==> src/rtl/adder_stim_gen.sv <==
// Stimulus generator and checker for a registered adder: drives LFSR or sweep
// operands with a one-cycle valid strobe and scores each returned sum.
module adder_stim_gen #(
    parameter int unsigned DATA_W  = 4,
    parameter int unsigned LATENCY = 1,
    parameter int unsigned NUM_TXN = 16,
    parameter logic [15:0] SEED    = 16'hACE1
) (
    input  logic              clk,
    input  logic              reset,
    input  logic              start,
    input  logic              mode,
    output logic [DATA_W-1:0] a,
    output logic [DATA_W-1:0] b,
    output logic              valid,
    input  logic [DATA_W:0]   c,
    output logic              busy,
    output logic              done,
    output logic [15:0]       pass_cnt,
    output logic [15:0]       err_cnt,
    output logic              err_flag,
    output logic [15:0]       first_err_idx
);
    typedef enum logic [1:0] {S_IDLE, S_DRIVE, S_WAIT, S_DONE} state_t;

    localparam logic [15:0] SEED_EFF  = (SEED == 16'h0000) ? 16'h0001 : SEED;
    localparam logic [15:0] LFSR_TAPS = 16'hB400;
    localparam int unsigned CNT_W     = $clog2(LATENCY + 1);

    function automatic logic [15:0] lfsr_step(input logic [15:0] s);
        return {1'b0, s[15:1]} ^ (s[0] ? LFSR_TAPS : 16'h0000);
    endfunction

    state_t              r_state;
    state_t              w_next;
    logic                r_mode;
    logic [15:0]         r_lfsr;
    logic [15:0]         r_idx;
    logic [CNT_W-1:0]    r_wcnt;
    logic [DATA_W:0]     r_exp;
    logic [DATA_W-1:0]   r_a;
    logic [DATA_W-1:0]   r_b;
    logic [15:0]         r_pass;
    logic [15:0]         r_err;
    logic                r_flag;
    logic [15:0]         r_first;

    logic                w_last_wait;
    logic [16:0]         w_idx_inc;
    logic                w_run_end;
    logic                w_load;
    logic                w_load_mode;
    logic [2*DATA_W-1:0] w_sweep;
    logic [DATA_W-1:0]   w_op_a;
    logic [DATA_W-1:0]   w_op_b;

    assign w_last_wait = (r_state == S_WAIT) && (r_wcnt == CNT_W'(LATENCY));
    assign w_idx_inc   = {1'b0, r_idx} + 17'd1;
    assign w_run_end   = (w_idx_inc == 17'(NUM_TXN));

    always_ff @(posedge clk or posedge reset) begin
        if (reset) r_state <= S_IDLE;
        else       r_state <= w_next;
    end

    // NOTE: every output of this block gets a default first, so no path can
    // leave one unassigned and infer a latch.
    always_comb begin
        w_next = r_state;
        valid  = 1'b0;
        busy   = 1'b0;
        done   = 1'b0;
        unique case (r_state)
            S_IDLE:  if (start) w_next = S_DRIVE;
            S_DRIVE: begin
                valid  = 1'b1;
                busy   = 1'b1;
                w_next = S_WAIT;
            end
            S_WAIT: begin
                busy = 1'b1;
                if (w_last_wait) w_next = w_run_end ? S_DONE : S_DRIVE;
            end
            S_DONE: begin
                done   = 1'b1;
                w_next = S_IDLE;
            end
            default: w_next = S_IDLE;
        endcase
    end

    // Operands are captured on the edge entering DRIVE, so they are already
    // stable when valid rises; the first transaction takes mode straight from the port.
    always_comb begin
        w_load      = (w_next == S_DRIVE);
        w_load_mode = (r_state == S_IDLE) ? mode : r_mode;
        w_sweep     = (r_state == S_IDLE) ? '0 : w_idx_inc[2*DATA_W-1:0];
        w_op_a      = w_load_mode ? w_sweep[DATA_W-1:0]        : r_lfsr[DATA_W-1:0];
        w_op_b      = w_load_mode ? w_sweep[2*DATA_W-1:DATA_W] : r_lfsr[2*DATA_W-1:DATA_W];
    end

    // NOTE: state registers use non-blocking assignments so every register
    // samples pre-edge values regardless of statement order.
    always_ff @(posedge clk or posedge reset) begin
        if (reset) begin
            r_mode  <= 1'b0;
            r_lfsr  <= SEED_EFF;
            r_idx   <= '0;
            r_wcnt  <= '0;
            r_exp   <= '0;
            r_a     <= '0;
            r_b     <= '0;
            r_pass  <= '0;
            r_err   <= '0;
            r_flag  <= 1'b0;
            r_first <= '0;
        end else begin
            if (r_state == S_IDLE && start) begin
                r_mode  <= mode;
                r_idx   <= '0;
                r_pass  <= '0;
                r_err   <= '0;
                r_flag  <= 1'b0;
                r_first <= '0;
            end
            if (w_load) begin
                r_a    <= w_op_a;
                r_b    <= w_op_b;
                r_exp  <= {1'b0, w_op_a} + {1'b0, w_op_b};
                r_lfsr <= lfsr_step(r_lfsr);
            end
            if (r_state == S_DRIVE)     r_wcnt <= CNT_W'(1);
            else if (r_state == S_WAIT) r_wcnt <= r_wcnt + 1'b1;
            if (w_last_wait) begin
                if (c == r_exp) begin
                    r_pass <= r_pass + 16'd1;
                end else begin
                    if (r_err != 16'hFFFF) r_err <= r_err + 16'd1;
                    if (!r_flag) begin
                        r_flag  <= 1'b1;
                        r_first <= r_idx;
                    end
                end
                r_idx <= w_idx_inc[15:0];
            end
        end
    end

    assign a             = r_a;
    assign b             = r_b;
    assign pass_cnt      = r_pass;
    assign err_cnt       = r_err;
    assign err_flag      = r_flag;
    assign first_err_idx = r_first;
endmodule

==> config.mk <==
export PLATFORM = sky130hd
export DESIGN_NAME = adder_stim_gen
export DESIGN_NICKNAME = d
export VERILOG_FILES = /design/src/rtl/adder_stim_gen.sv
export SDC_FILE = /design/constraint.sdc
export NUM_CORES = 1
export LEC_CHECK = 0
export BUFFER_PORTS_ARGS = -buffer_cell sky130_fd_sc_hd__buf_2
export CORE_UTILIZATION = 55
export CTS_BUF_LIST = sky130_fd_sc_hd__clkbuf_4 sky130_fd_sc_hd__clkbuf_8
export CTS_CLUSTER_SIZE = 20
export DETAILED_ROUTE_END_ITERATION = 8
export PLACE_DENSITY = 0.77
export SLEW_MARGIN = 30
export SYNTH_ARGS = -nofsm -noshare
export SYNTH_HDL_FRONTEND = slang
export SYNTH_SLANG_ARGS = --single-unit
==> constraint.sdc <==
create_clock -name clk -period 3.8 [get_ports clk]
set_input_delay 0.38 -clock clk [delete_from_list [all_inputs] [get_ports clk]]
set_output_delay 0.38 -clock clk [all_outputs]
set_load 0.01 [all_outputs]
* After elaboration in Yosys (flattened, before gate mapping)
Cells that the tools add are included.
** Cells by class
- Shift-type cells :: 0
- Multiplexer cells :: 31
- Divide/modulo/power cells :: 0
- Reduce and logical (&&, ||, !) cells :: 6
- Multipliers :: 0
- $add $sub $neg :: 5
- Eq/ne operators :: 7
- Bitwise operators :: 1
- Order comparisons :: 0
** Operator list (number)
- 2-to-1 mux 16 bit :: 14
- adder 16 x 1 -> 16 bit (second input constant) :: 2
- adder 16 x 1 -> 17 bit (second input constant) :: 1
- equality test 17 x 5 -> 1 bit (second input constant) :: 1
- inequality test 16 bit (second input constant) :: 1
- XOR 15 x 16 -> 16 bit :: 1
- 2-to-1 mux 1 bit :: 10
- 2-to-1 mux 4 bit :: 2
- 2-to-1 mux 8 bit :: 1
- case mux 2 bit (4 select lines) :: 1
- 2-to-1 mux 2 bit :: 3
- adder 4 x 4 -> 5 bit :: 1
- equality test 5 bit :: 1
- equality test 2 x 1 -> 1 bit (second input constant) :: 2
- equality test 2 bit (second input constant) :: 2
- nonzero test 2 bit :: 2
- logical AND 1 bit :: 2
- zero test 2 bit :: 1
- OR reduction 2 bit :: 1
- adder 1 bit (second input constant) :: 1
** Storage, ports and cells
- Output and inout port bits :: 60
- Logic and storage cells :: 62
- Memory bits (writable) :: 0
- Bits in registers :: 98
- Memories kept :: 0
- ROM bits :: 0
- Bits in latches :: 0

* Logic depth before layout (Yosys ltp)
Gate-level depths: netlist of the first run.
- Depth in word-level cells :: 6
- Gate-level depth with buffers :: 11

* Least setup slack after synthesis of the first run
No wires, ideal clock.
- Kind :: register to register
- From :: register r_state[0]
- To :: register r_exp[3]
- Path buffers :: 2
- Data required time :: 3675 ps
- Cell stages (with the launch flop) :: 12
- Path slack :: 1190 ps
- Arrival time :: 2486 ps
- Cells stage by stage :: dfrtp_1 > inv_1 > ha_1 > clkbuf_1 > buf_1 > nand2_1 > o22ai_1 > ha_1 > a21o_1 > a21oi_1 > xnor2_1 > mux2_2
** RTL lines
- start: declaration :: line 34 : state_t r_state;
- start signal: assignment :: line 63 : else r_state <= w_next;
- zero test 2 bit * :: line 96, 97
- 2-to-1 mux 8 bit / 2-to-1 mux 1 bit (equally long branches) :: line 97, 96
- 2-to-1 mux 4 bit * :: line 98 : w_op_a = w_load_mode ? w_sweep[DATA_W-1:0] : r_lfsr[DATA_W-1:0];
- net w_op_a[1] :: line 54 : logic [DATA_W-1:0] w_op_a;
- adder 4 x 4 -> 5 bit * :: line 129 : r_exp <= {1'b0, w_op_a} + {1'b0, w_op_b};
- end signal: assignment :: line 129
- end: declaration :: line 40 : logic [DATA_W:0] r_exp;
Mark *: on every way through the listed nets, which the timed path passes. The rest lies on a longest branch.
A chain may end at the register's enable or synchronous reset.

* Final worst setup path of the first run
- From :: register r_idx[0]
- To :: register r_exp[0]
** On the way
- Word-level cells in the longest chain between the ends :: 6
** RTL lines
- start: declaration :: line 38 : logic [15:0] r_idx;
- start signal: assignment :: line 144 : r_idx <= w_idx_inc[15:0];
- adder 16 x 1 -> 17 bit * :: line 58 : assign w_idx_inc = {1'b0, r_idx} + 17'd1;
- equality test 17 x 5 -> 1 bit :: line 59 : assign w_run_end = (w_idx_inc == 17'(NUM_TXN));
- 2-to-1 mux 2 bit (2 in series) :: line 82 : if (w_last_wait) w_next = w_run_end ? S_DONE : S_DRIVE;
- case mux 2 bit (4 select lines) :: line 73 : unique case (r_state)
- equality test 2 x 1 -> 1 bit :: line 95 : w_load = (w_next == S_DRIVE);
Mark *: on every way between the ends. The rest lies on a longest branch, timed or not.

==> results.yml, run 1 <==
outcome:
  status: "finished clean"
global_route:
  met1_usage_pct: 37.1
  gr-usage-all-layers_pct: 25.1
  use_met3_pct: 2.84
  use_met2_pct: 39.4
  grt_pass1_vias: 4000
  grt_max_degree: 81
  grt_pass1_wl_um: 19700
  busiest_layer: "met2"
  grt_overflow_total: 0
  antenna_found_initial: 0
timing:
  fin_crit_ps: 2930
  fmax_mhz: 341
  setup_viol_count_final: 0
  finalCritPeriodShare_pct: 77.1
  worst_slew_pin_slew_ps: 853
  rsz0062_at_grt: "no"
  timing.final.hold_violations: 0
  timing.final.max_slew_violations: 0
  clock_skew_ps: 16.3
  final.setup.tns_ps: 0
  slew_headroom_pct: 43.1
synthesis:
  yosysSeqAreaShare_pct: 47.8
  synthFlopType: "dfrtp_1"
  synth.top_cell.area_share_pct: 43.7
  syn_inst: 552
  ys_ff_latch: 98
  async_flop_share_pct: 100
  synth_cell_types: 47
  synth_nets: 574
  netlist_area_um2: 5150
  yosysTopAreaCell: "dfrtp_1"
  synth_edf_count: 0
  yosysWarnings: 0
  avgSynthCellArea_um2: 9.33
  synth_top_cells_by_area: "dfrtp_1 44%, o21ai_0 8.3%, nand2_1 5.9%, mux2_2 4.4%, dfstp_2 4.1%"
worst_setup_path:
  r2r_end: "r_exp[0]$_DFFE_PP0N_"
  worst_setup_path_end_kind: "register"
  r2r_cells: 8
  r2r_slack_ps: 870
  crit_end: "r_exp[0]$_DFFE_PP0N_"
  crit_required_ps: 4040
  arrival_ps: 3170
  cp-start-kind: "register"
  crit_fanout: 29
  worstReg2RegStart: "r_idx[0]$_DFFE_PP0P_"
  critical_path_class: "register to register"
  cp-startpoint: "r_idx[0]$_DFFE_PP0P_"
detailed_routing:
  drc_errors: 0
  ant_nets: 0
  drtPass1Iterations: 5
  wire_per_inst_um: 15.9
  vias: 4227
  vias_per_cell: 5.88
  drt_iter0_drc: 144
  wirelength_um: 11500
clock_network:
  clock_latency_ps: 360
  numCtsBuffers: 9
  clk_pin_slew_ps: 100
  clockBufferDepth: 2
  cts_tree: "yes"
  root_buffer: "clkbuf_8"
  cts_htree_levels: 3
  clock_sinks: 98
power:
  p_leak_nw: 2.76
  p_per_area_nw_per_um2: 535
  vdd_drop_max_mv: 0.255
final_layout:
  utilization_pct: 64.6
  nets: 628
  num_antenna_cells: 0
  areaGrowthSynthToFinish_pct: 11.4
  filler_cell_count: 766
  drive_gt1_share_pct: 22.3
placed_design:
  portBuffers: 68
  hpwl_um: 7950
  place_congestion: 0.842
floorplanning:
  core_region_area_um2: 8890
  ios: 69
  fp-row-count: 34
  die-area_um2: 9750
  fp.dieH_um: 98.8
  start_util_pct: 57.9
  die_w_um: 98.8
run:
  drv_cap: 0
hold_path:
  min_path_cells: 2
  hold_path.class: "input port to register"
  hp-start: "mode"
==> worst max-delay path, stage by stage, from the launching register on <==
cell     delay (ps)
dfrtp_1         520
ha_1            300
nand4_1         210
nor3_1          490
a31oi_1         180
nor4b_1         410
a21oi_2          80
buf_4           270
mux2_4          340
==> cell usage after synthesis, types with 9 or more instances <==
| master | number |
|---|---|
| dfrtp_1 | 90 |
| o21ai_0 | 85 |
| nand2_1 | 81 |
| nor2_1 | 43 |
| nand3_1 | 33 |
| clkbuf_1 | 22 |
| mux2_2 | 20 |
| xor2_1 | 14 |
| a21oi_1 | 13 |
| o31ai_1 | 13 |
| ha_1 | 12 |
| nand4_1 | 11 |
| and3_1 | 9 |
| mux2_4 | 9 |
==> what timing repair did <==
item	in CTS	in global routing
buffers inserted	0	0
endpoints found under the hold margin	15	0
hold buffers	1	0
gates resized for setup	0	0
==> sequential cells by signal (all words and copies together), names as in the netlist <==
signal and count:
a 4, pass_cnt 16, r_exp 5, r_mode 1, err_flag 1, r_idx 16, r_state 2, r_lfsr 16
r_wcnt 1, b 4, err_cnt 16, first_err_idx 16
==> cell type report <==
cell class	instances	area (um2)	share of cell area, %
Multi-Input combinational cell	412	2510	43.7
Timing Repair Buffer	77	423	7.37
Clock buffer	12	153	2.66
Clock inverter	4	28.8	0.501
Tap cell	108	135	2.35
Sequential cell	98	2460	42.9
Inverter	8	31.3	0.545
==> worst min-delay path by stage <==
stage                                         to  slack (ps)
after global routing          r_mode$_DFFE_PP0P_         390
after CTS                     r_mode$_DFFE_PP0P_         390
after global placement    pass_cnt[14]$_DFF_PP0_         370
after floorplan           r_lfsr[12]$_DFFE_PP0N_         470
final                         r_mode$_DFFE_PP0P_         400
after detailed placement  pass_cnt[12]$_DFF_PP0_         370
==> cell families (layout without fill, tap and decap cells) <==
kind of cell | after synthesis | in the layout | synth area share, %
flip-flops | 98 | 98 | 47.8
AND/OR/NAND/NOR | 207 | 207 | 18.5
buffers and inverters | 42 | 101 | 3.67
AO/OA/AOI/OAI | 136 | 136 | 15.0
adder cells (fa/ha/maj) | 13 | 13 | 3.30
XOR/XNOR | 22 | 22 | 3.74
multiplexers | 34 | 34 | 7.97
==> stage by stage <==
stage	setup slack [ps]	cell area (um2)	hold slack [ps]	power, mW	instances
floorplan	871	5150	475	2.19	552
global placement	1050	5540	367	2.40	702
detailed placement	918	5550	372	2.45	702
CTS	903	5740	388	3.08	719
global route	573	5740	390	3.26	719
finish	870	5740	396	3.07	719
==> layer usage <==
| metal | vias to the layer above | wire, um |
|---|---|---|
| met5 | - | 0 |
| met4 | 0 | 99 |
| met3 | 8 | 385 |
| met2 | 100 | 5390 |
| met1 | 2073 | 5580 |
| li1 | 2046 | - |
==> cells in the final DEF (no fill, tap or decap), drive strengths merged, types with 9 or more instances in the layout <==
cell type,n
clkbuf,12
a21oi,13
nand3,35
nand4,11
o31ai,13
and3,9
nand2,81
nor2,43
o21ai,85
buf,76
mux2,29
xor2,14
ha,12
dfrtp,90
==> where the power goes <==
part           switching (mW)  total [mW]  internal, mW
sequential              0.128        1.28          1.15
clock                   0.358       0.629         0.271
combinational           0.695        1.16         0.465
No activity file was read; power rests on OpenSTA's default activity.
==> inputs of run 2 (changes only) <==
Settings changed: CORE_UTILIZATION 55 to 54, PLACE_DENSITY 0.77 to 0.78.
Clock period 3.8 ns to 2.4 ns, I/O delays scaled along.
==> run 2 against run 1 <==
The flow now finishes with violations (hold timing, setup timing). Combinational power grew 100%. Flip-flop and latch count is the same. Sequential power grew 57%. Routed wire length grew 7.9%. Largest cell class unchanged. Register-to-register slack lost 990 ps. Sequential share of layout area shrank 4.2 points. Largest power group is now combinational logic. Count of clock-buffer cells in the layout shrank 2.
==> results.yml, run 2 (synthesized netlist as in run 1, its figures left out) <==
power:
  vdd_drop_max_mv: 0.415
  p_per_area_nw_per_um2: 846
  total_power_mw: 5.40
  p_leak_nw: 3.07
global_route:
  use_met3_pct: 3.23
  busiest_layer: "met2"
  grt_pass1_wl_um: 19600
  grt_pass1_vias: 4179
  use_met2_pct: 41.3
  antenna_found_initial: 0
  met1_usage_pct: 32.8
  gr-usage-all-layers_pct: 24.7
  grt_max_degree: 99
  grt_overflow_total: 0
clock_network:
  clock_sinks: 98
  clock_latency_ps: 370
  root_buffer: "clkbuf_8"
  numCtsBuffers: 9
  clk_pin_slew_ps: 90
  cts_htree_levels: 3
  cts_tree: "yes"
  postCtsHoldBufs: 0
  clockBufferDepth: 2
detailed_routing:
  wirelength_um: 12400
  wire_per_inst_um: 15.7
  vias: 4572
  vias_per_cell: 5.82
  ant_nets: 0
  drc_errors: 0
  drtPass1Iterations: 5
  drt_iter0_drc: 364
final_layout:
  design_area_um2: 6380
  final_common_cell: "dfrtp_1"
  nets: 675
  num_antenna_cells: 0
  drive_gt1_share_pct: 33.0
  layout_common_cells: "86 x dfrtp_1, 84 x o21ai_0, 80 x nand2_1"
  areaGrowthSynthToFinish_pct: 23.8
run:
  drv_cap: 0
floorplanning:
  die-area_um2: 9930
  start_util_pct: 55.7
  core_region_area_um2: 9240
  die_w_um: 99.7
  fp-row-count: 35
  fp.dieH_um: 99.7
  ios: 69
placed_design:
  dpl_cell_area_um2: 5940
  place_congestion: 0.896
  portBuffers: 68
  hpwl_um: 8030
hold_path:
  hold_path.class: "input port to asynchronous set/reset pin"
timing:
  fin_ws_ps: -125
  fmax_mhz: 396
  clock_skew_ps: 13.9
  timing.final.max_slew_violations: 0
  worst_hold_slack_ps: -19.7
  setup_viol_count_final: 28
  worst_slew_pin_slew_ps: 540
  finalCritPeriodShare_pct: 105
  rsz0062_at_grt: "yes"
  timing.final.hold_violations: 13
  slew_headroom_pct: 64.0
  fin_crit_ps: 2520
worst_setup_path:
  arrival_ps: 2780
  crit_fanout: 14
  worst_setup_path_end_kind: "register"
  critical_path_class: "register to register"
  cp-start-kind: "register"
  crit_required_ps: 2650
outcome:
  violations: "hold timing, setup timing"
  status: "complete, but fails checks"
-- run 2: metrics by stage --
step / instances / util, % / TNS (ps) / setup slack [ps]
floorplan: 552 / - / 0 / 0.293
global placement: 764 / 64.3 / -294 / -99.9
detailed placement: 764 / 64.3 / -906 / -134
CTS: 779 / 66.5 / 0 / 2.85
global route: 786 / 69.0 / -4280 / -179
finish: 786 / 69.0 / -2460 / -125
-- run 2: what timing repair did --
action,4_1_cts,5_1_grt
cloned,0,2
resized for setup,5,29
hold endpoints to repair,0,0
endpoints found under the setup margin,29,50
pin swaps,4,7
buffers inserted,0,5
-- run 2: final timing paths --
path                                       start                    endpoint  slack, ps  depth (start not counted)
setup / recovery            r_idx[1]$_DFFE_PP0P_            b[2]$_DFFE_PP0N_       -120                          8
max in group asynchronous                  reset        r_idx[4]$_DFFE_PP0P_       1950                          3
hold / removal                             reset  first_err_idx[6]$_DFF_PP0_        -20                          3
setup reg to reg            r_idx[1]$_DFFE_PP0P_            b[2]$_DFFE_PP0N_       -120                          8
hold reg to reg            r_lfsr[9]$_DFFE_PP0N_       r_lfsr[8]$_DFFE_PP0N_        490                          1
min in group clk                            mode          r_mode$_DFFE_PP0P_        260                          2
-- run 2: critical path, cell delays in order, from the launching register on --
cell	delay, ps
dfrtp_2	440
buf_4	170
nand4_1	140
nor4_4	330
mux2i_2	330
nor4b_4	320
a21oi_4	150
clkbuf_16	210
mux2_4	300
-- run 2: layout make-up --
| class | count | area (um2) |
|---|---|---|
| Clock buffer | 10 | 138 |
| Inverter | 8 | 33.8 |
| Tap cell | 129 | 161 |
| Multi-Input combinational cell | 412 | 2700 |
| Sequential cell | 98 | 2470 |
| Fill cell | 681 | 2860 |
| Clock inverter | 5 | 53.8 |
| Timing Repair Buffer | 124 | 821 |
-- run 2: metal layers --
layer	up-vias	wire length [um]
li1	2145	-
met1	2203	5370
met2	188	5950
met3	36	662
met4	0	374
met5	-	0
-- run 2: power by group --
group          total (mW)  internal (mW)  switching, mW
registers            2.01           1.83          0.178
clock network        1.07          0.504          0.571
logic                2.32           1.06           1.25
total                5.40           3.40           2.00
==> inputs of run 3 (changes only) <==
Settings changed: RECOVER_POWER set to 50.
==> run 3 against run 2 <==
The run ends with setup timing left. Register-to-register slack about the same. Combinational power about the same. Highest routed layer unchanged. Clock power about the same. Routed wire length up 0.11%.
==> results.yml, run 3 (synthesized netlist as in run 1, its figures left out) <==
worst_setup_path:
  critPathSlowestCell: "dfrtp_2"
  r2r_slack_ps: -140
  crit_family: "simple AND/OR/NAND/NOR gates"
  critical_path_class: "register to register"
  crit_fanout: 14
  cpPeakStageDelay_ps: 450
  cp-start-kind: "register"
  crit_chain: "buf_4, nand4_1, nor4_4, mux2i_2, nor4b_4, a21oi_4, clkbuf_16, mux2_4"
  arrival_ps: 2790
  crit_required_ps: 2650
  path_buf_inv: 2
  worst_setup_path_end_kind: "register"
clock_network:
  clk_pin_slew_ps: 90
  cts_tree: "yes"
  clock_latency_ps: 360
  cts_htree_levels: 3
  clockBufferDepth: 2
  numCtsBuffers: 9
  root_buffer: "clkbuf_8"
  clock_sinks: 98
timing:
  finalCritPeriodShare_pct: 106
  timing.final.hold_violations: 0
  timing.final.max_slew_violations: 0
  fin_crit_ps: 2540
  final.setup.tns_ps: -3020
  rsz0062_at_grt: "yes"
  slew_headroom_pct: 14.6
  worst_slew_pin_slew_ps: 1280
  clock_skew_ps: 13.3
  setup_viol_count_final: 28
  worst_hold_slack_ps: 261
  fin_ws_ps: -138
  fmax_mhz: 394
placed_design:
  dpl_cell_area_um2: 5940
  place_congestion: 0.896
  dp_slack_ps: -134
  hpwl_um: 8030
  portBuffers: 68
power:
  p_leak_nw: 2.99
  pwr-share-clk_pct: 19.9
  vdd_drop_max_mv: 0.413
  power_switching_mw: 1.99
  total_power_mw: 5.38
  comb_power_share_pct: 42.8
  p_per_area_nw_per_um2: 848
  pwr-share-seq_pct: 37.3
  switching_share_pct: 37.0
  p_int_mw: 3.39
floorplanning:
  start_util_pct: 55.7
  ios: 69
  die_w_um: 99.7
  die-area_um2: 9930
  fp.dieH_um: 99.7
  fp-row-count: 35
  core_region_area_um2: 9240
final_layout:
  drive_gt1_share_pct: 30.6
  nets: 675
  filler_cell_count: 698
  multiInputGateArea_um2: 2700
  areaGrowthSynthToFinish_pct: 23.2
  seq_area_um2: 2470
  num_antenna_cells: 0
  design_area_um2: 6340
  final_common_cell: "dfrtp_1"
  layout_common_cells: "86 x dfrtp_1, 84 x o21ai_0, 80 x nand2_1"
global_route:
  grt_pass1_wl_um: 19600
  grt_pass1_vias: 4179
  grt_max_degree: 99
  gr-usage-all-layers_pct: 24.7
  grt_overflow_total: 0
  antenna_found_initial: 0
outcome:
  status: "complete, but fails checks"
  violations: "setup timing"
detailed_routing:
  drt_iter0_drc: 314
  wirelength_um: 12400
  drtPass1Iterations: 5
  ant_nets: 0
  vias: 4569
  vias_per_cell: 5.81
  drc_errors: 0
  wire_per_inst_um: 15.7
run:
  drv_cap: 0
hold_path:
  hold_path.class: "input port to register"
==> run 3: cell count changes in the layout (fill, tap and decap cells not counted) <==
cell	change
buf_12	-1
buf_2	-16
clkbuf_1	+16
clkbuf_4	+1
==> run 3: layout make-up <==
type | count | share of cell area [%]
inverter | 8 | 0.532
clock buffer | 10 | 2.17
clock inverter | 5 | 0.848
timing repair buffer | 124 | 12.4
multi-input combinational | 412 | 42.6
sequential | 98 | 38.9
tap | 129 | 2.54
==> run 3: path summary, 6_finish.rpt <==
| check | startpoint | to | cells past startpoint |
|---|---|---|---|
| setup / recovery | r_idx[1]$_DFFE_PP0P_ | b[2]$_DFFE_PP0N_ | 8 |
| hold / removal | mode | r_mode$_DFFE_PP0P_ | 2 |
| setup reg to reg | r_idx[1]$_DFFE_PP0P_ | b[2]$_DFFE_PP0N_ | 8 |
| max in group asynchronous | reset | r_idx[0]$_DFFE_PP0P_ | 3 |
| min in group asynchronous | reset | r_exp[0]$_DFFE_PP0N_ | 3 |
| hold reg to reg | r_lfsr[9]$_DFFE_PP0N_ | r_lfsr[8]$_DFFE_PP0N_ | 1 |
==> run 3: power groups by stage <==
| stage | clock (mW) | sequential [mW] | combinational (mW) |
|---|---|---|---|
| after floorplan | 0 | 2.02 | 1.47 |
| after global placement | 0 | 2.01 | 2.01 |
| after detailed placement | 0 | 2.02 | 2.08 |
| after CTS | 1.09 | 1.99 | 2.10 |
| after global routing | 1.16 | 2.04 | 2.51 |
| final | 1.07 | 2.01 | 2.30 |
==> run 3: what timing repair did <==
action / CTS / global route
resized for setup: 5 / 29
setup endpoints to repair: 29 / 50
gates cloned: 0 / 2
pin swaps: 4 / 7
hold buffers: 0 / 0
setup buffers: 0 / 5
==> run 3: stage by stage <==
step | util, % | cells
floorplan | - | 552
global placement | 64.3 | 764
detailed placement | 64.3 | 764
CTS | 66.5 | 779
global route | 68.7 | 786
finish | 68.7 | 786
==> run 3: layer usage <==
| metal | global-route usage (%) | share of wire (%) |
|---|---|---|
| met3 | 3.23 | 5.3 |
| met4 | 9.62 | 2.7 |
| met1 | 32.8 | 43 |
| met5 | 0 | 0 |
| met2 | 41.3 | 49 |
